$ cat src/rtl/toy_fetch_buffer.sv
// Per-lane instruction FIFO for the fetch queue: compacting multi-entry write port,
// single-entry valid/ready drain port, and a synchronous flush on pipeline redirect.
module toy_fetch_buffer #(
    parameter int DEPTH      = 16,
    parameter int MUX_IN     = 2,
    parameter int ADDR_WIDTH = 32,
    parameter int INST_WIDTH = 32,
    parameter int RAW_INST_W = 32,
    parameter int FE_WIDTH   = 8,
    localparam int ENTRY_W   = ADDR_WIDTH + RAW_INST_W + FE_WIDTH
) (
    input  logic                      clk,
    input  logic                      rst_n,
    input  logic                      cancel_en,
    output logic                      req_rdy,
    input  logic                      req_vld,
    input  logic [MUX_IN*ENTRY_W-1:0] v_req_pld,
    input  logic [MUX_IN-1:0]         v_req_en,
    output logic                      v_ack_vld,
    input  logic                      v_ack_rdy,
    output logic [ADDR_WIDTH-1:0]     v_ack_pc,
    output logic [INST_WIDTH-1:0]     v_ack_pld,
    output logic [FE_WIDTH-1:0]       v_fe_pld
);

    localparam int IDX_W = $clog2(DEPTH);
    localparam int PTR_W = IDX_W + 1;
    localparam int CNT_W = $clog2(MUX_IN + 1);

    logic [ENTRY_W-1:0] mem_q [DEPTH];
    logic [ENTRY_W-1:0] mem_d [DEPTH];
    logic [PTR_W-1:0]   wr_ptr_q, wr_ptr_d;
    logic [PTR_W-1:0]   rd_ptr_q, rd_ptr_d;
    logic [PTR_W-1:0]   count;
    logic [CNT_W-1:0]   n_wr;
    logic [IDX_W-1:0]   slot;
    logic               wr_fire;
    logic               rd_fire;
    logic [ENTRY_W-1:0] head;

    // Wrap bit in the MSB lets count reach DEPTH without ambiguity.
    assign count     = wr_ptr_q - rd_ptr_q;
    assign req_rdy   = (PTR_W'(DEPTH) - count) >= PTR_W'(MUX_IN);
    assign v_ack_vld = (count != '0);
    assign wr_fire   = req_vld & req_rdy;
    assign rd_fire   = v_ack_vld & v_ack_rdy;

    assign head      = mem_q[rd_ptr_q[IDX_W-1:0]];
    assign v_ack_pc  = head[ADDR_WIDTH-1:0];
    assign v_ack_pld = INST_WIDTH'(head[ADDR_WIDTH +: RAW_INST_W]);
    assign v_fe_pld  = head[ADDR_WIDTH+RAW_INST_W +: FE_WIDTH];

    // Enabled entries are packed into consecutive slots in index order.
    always_comb begin
        mem_d = mem_q;
        n_wr  = '0;
        slot  = '0;
        for (int i = 0; i < MUX_IN; i++) begin
            if (v_req_en[i]) begin
                slot = wr_ptr_q[IDX_W-1:0] + IDX_W'(n_wr);
                if (wr_fire && !cancel_en) begin
                    mem_d[slot] = v_req_pld[i*ENTRY_W +: ENTRY_W];
                end
                n_wr = n_wr + CNT_W'(1);
            end
        end
    end

    always_comb begin
        wr_ptr_d = wr_ptr_q;
        rd_ptr_d = rd_ptr_q;
        if (cancel_en) begin
            wr_ptr_d = '0;
            rd_ptr_d = '0;
        end else begin
            if (wr_fire) begin
                wr_ptr_d = wr_ptr_q + PTR_W'(n_wr);
            end
            if (rd_fire) begin
                rd_ptr_d = rd_ptr_q + PTR_W'(1);
            end
        end
    end

    always_ff @(posedge clk or negedge rst_n) begin
        if (!rst_n) begin
            wr_ptr_q <= '0;
            rd_ptr_q <= '0;
        end else begin
            wr_ptr_q <= wr_ptr_d;
            rd_ptr_q <= rd_ptr_d;
        end
    end

    always_ff @(posedge clk) begin
        mem_q <= mem_d;
    end

endmodule

$ cat config.mk
export PLATFORM = sky130hd
export DESIGN_NAME = toy_fetch_buffer
export DESIGN_NICKNAME = d
export VERILOG_FILES = /design/src/rtl/toy_fetch_buffer.sv
export SDC_FILE = /design/constraint.sdc
export NUM_CORES = 2
export LEC_CHECK = 0
export CAP_MARGIN = 25
export CORE_AREA = 2 2 340 342
export CTS_CLUSTER_SIZE = 20
export DETAILED_ROUTE_END_ITERATION = 7
export DIE_AREA = 0 0 342 344
export DONT_BUFFER_PORTS = 1
export HOLD_SLACK_MARGIN = 0.02
export PLACE_DENSITY = 0.7
export RECOVER_POWER = 25
export SLEW_MARGIN = 20
export SYNTH_ARGS = -nofsm -noshare
export SYNTH_HDL_FRONTEND = slang
export SYNTH_SLANG_ARGS = --single-unit
$ cat constraint.sdc
create_clock -name clk -period 7.77 [get_ports clk]
set_clock_uncertainty 0.05 [all_clocks]
set_input_delay 0.777 -clock clk [delete_from_list [all_inputs] [get_ports clk]]
set_output_delay 0.777 -clock clk [all_outputs]
set_load 0.02 [all_outputs]
==> flow_summary.yaml <==
die:
  num_rows: 124
  die_w_um: 342
  floorplan.initialDensity: 0.498
  ioPinCount: 225
  die_h_um: 344
  core_mm2: 0.114
  die-area_mm2: 0.118
placed_design:
  dp_slack_ps: 2580
  gp_congestion: 0.910
  hpwlAfterDp_um: 128000
  io_buffers: 0
logic_synthesis:
  ys_async_sr_fraction: 0.00861
  synth_flop_cell: "dfxtp_1"
  synth_seq_area_share: 0.411
  synth_cells: 6606
  yosys_warnings: 0
  synthesis.nets: 6772
  synth_edf_count: 0
  ys_ff_latch: 1162
  syn_area_per_cell_um2: 8.59
  syn_area_mm2: 0.0567
  synthDistinctLibCells: 57
setup_path:
  crit_fanout: 46
  reg2reg_from: "rd_ptr_q[2]"
  path_class: "reg2reg"
  required_ps: 8380
  crit_start: "rd_ptr_q[2]"
  worstPathArrival_ps: 6950
  cp-end-kind: "flop"
  critPathLaunchType: "flop"
outcome:
  violations: "capacitance limit, slew limit"
  status: "finished, violations left"
drt:
  dr.first_iter.drc_count: 8070
  vias: 52971
  drtPass1Iterations: 6
  post-route-drc-count: 0
  wire_per_inst_um: 29.2
  antenna_left: 0
  vias_per_cell: 6.91
  wl_um: 224000
clock_network:
  h-tree-depth: 3
  tritoncts: "built"
  clkSlewWorstSetupHoldPaths_ps: 60
  cts_buffers: 118
  cts.sink_count: 1162
  clock_latency_ps: 720
  root_buffer: "clkbuf_16"
  cts_max_path_buffers: 3
hold_path:
  min_path_type: "in2reg"
  holdCritStartpoint: "cancel_en"
grt:
  overflow: 0
  antenna_found_initial: 6
  grt_pass1_wl_um: 329000
  grt_max_degree: 104
  first_global_vias: 50031
  gr-usage-met3: 0.112
  grt_use_met2: 0.573
  met1_usage: 0.458
  grt.busiest_layer: "met2"
  track_usage: 0.370
sta:
  hold_viol: 0
  fmax_mhz: 158
  setup_viol: 0
  fin_crit_sh: 0.816
  setup_ws_ps: 1430
  drv_slew: 250
  slew_headroom: -0.635
  whs_ps: 62.1
  rsz0062_at_grt: "false"
  worstMarginPinSlew_ps: 2450
  finalSetupTns_ps: 0
  min_period_ps: 6340
power_and_ir_drop:
  p_leak_nw: 22.0
  vdd_ir_drop_max_v: 0.000606
  powerDensity_mw_per_mm2: 333
flow_run:
  maxCapViolCount: 5
finish:
  num-nets-final: 6231
  layout-drive-gt1-share: 0.126
  final_cell_mix: "nand2_1 (1,210), dfxtp_1 (1,152), nor2_1 (1,138)"
  final_common_cell: "nand2_1"
  synthToLayoutAreaGrowth_pct: 7.61
## path summary, 6_finish.rpt
path                                    end  slack [ps]  cells after the start
worst min-delay path            rd_ptr_q[0]          60                      1
worst min register to register   mem_q[908]         400                      2
worst max-delay path             mem_q[840]        1430                     11
max in group asynchronous       rd_ptr_q[1]        6900                      1
worst max register to register   mem_q[840]        1430                     11
min in group asynchronous       rd_ptr_q[0]         400                      1
## critical path: stages, from the launching register on
cell and delay, ps:
dfrtp_4 950, inv_1 170, ha_1 370, o2bb2ai_1 380, xor2_1 110, and3_1 190, ha_1 310, nand3_1 620
clkbuf_1 1470, o211ai_1 270, clkbuf_2 830, a32oi_1 520
## Yosys cell counts (38+ instances only)
| master | n | area share |
|---|---|---|
| nor2_1 | 1142 | 0.076 |
| clkbuf_1 | 506 | 0.033 |
| a31oi_1 | 472 | 0.052 |
| buf_1 | 89 | 0.0059 |
| nor2b_1 | 41 | 0.0045 |
| a32oi_1 | 128 | 0.020 |
| a221oi_1 | 114 | 0.018 |
| a22oi_1 | 309 | 0.041 |
| dfxtp_1 | 1152 | 0.41 |
| nand3_1 | 38 | 0.0034 |
| a21oi_1 | 578 | 0.051 |
| nand2_1 | 1211 | 0.080 |
| mux4_2 | 360 | 0.14 |
| buf_2 | 189 | 0.017 |
## what timing repair did
| action | in CTS | in global routing |
|---|---|---|
| hold buffers | 1 | 0 |
| setup buffers | 0 | 0 |
| gates resized for setup | 0 | 0 |
| hold endpoints to repair | 10 | 0 |
## state kept, by name, indices dropped and copies added (netlist names)
name	cells
mem_q	1152
rd_ptr_q	5
wr_ptr_q	5
## layout make-up
class | count | area [µm²]
Clock inverter | 37 | 643
Antenna cell | 5 | 12.5
Timing Repair Buffer | 137 | 1170
Multi-Input combinational cell | 4637 | 30500
Sequential cell | 1162 | 23300
Tap cell | 1512 | 1890
Inverter | 9 | 38.8
Clock buffer | 167 | 3410
Fill cell | 10041 | 52900
## cell families (layout without fill, tap and decap cells)
logic type               after synthesis  after routing  share of synthesized area
XOR/XNOR                              16             16                    0.00300
flip-flops                          1162           1162                      0.411
adder cells (fa/ha/maj)               15             15                    0.00357
AO/OA/AOI/OAI                       1720           1720                      0.204
other                                  0              5                          0
AND/OR/NAND/NOR                     2494           2494                      0.170
buffers and inverters                807            350                     0.0588
multiplexers                         392            392                      0.149
## stage by stage
stage / utilization / cells / power, mW / instance area [µm²]
after global routing: 0.536 / 7661 / 21.1 / 61000
after detailed placement: 0.500 / 7454 / 14.3 / 57000
final: 0.536 / 7666 / 20.3 / 61000
after global placement: 0.500 / 7450 / 14.1 / 56900
after floorplan: - / 6606 / 12.6 / 56700
after CTS: 0.536 / 7659 / 20.3 / 61000
## power breakdown
| part | total (mW) | internal (mW) | switching (mW) |
|---|---|---|---|
| registers | 7.80 | 7.13 | 0.661 |
| clock network | 6.02 | 3.51 | 2.52 |
| logic | 6.52 | 2.44 | 4.09 |
## metal layers
| layer | wire, µm | vias up |
|---|---|---|
| li1 | - | 22462 |
| met1 | 77700 | 25244 |
| met2 | 97700 | 4269 |
| met3 | 32800 | 994 |
| met4 | 15400 | 2 |
| met5 | 10 | - |
(Power assumes the default switching activity.)
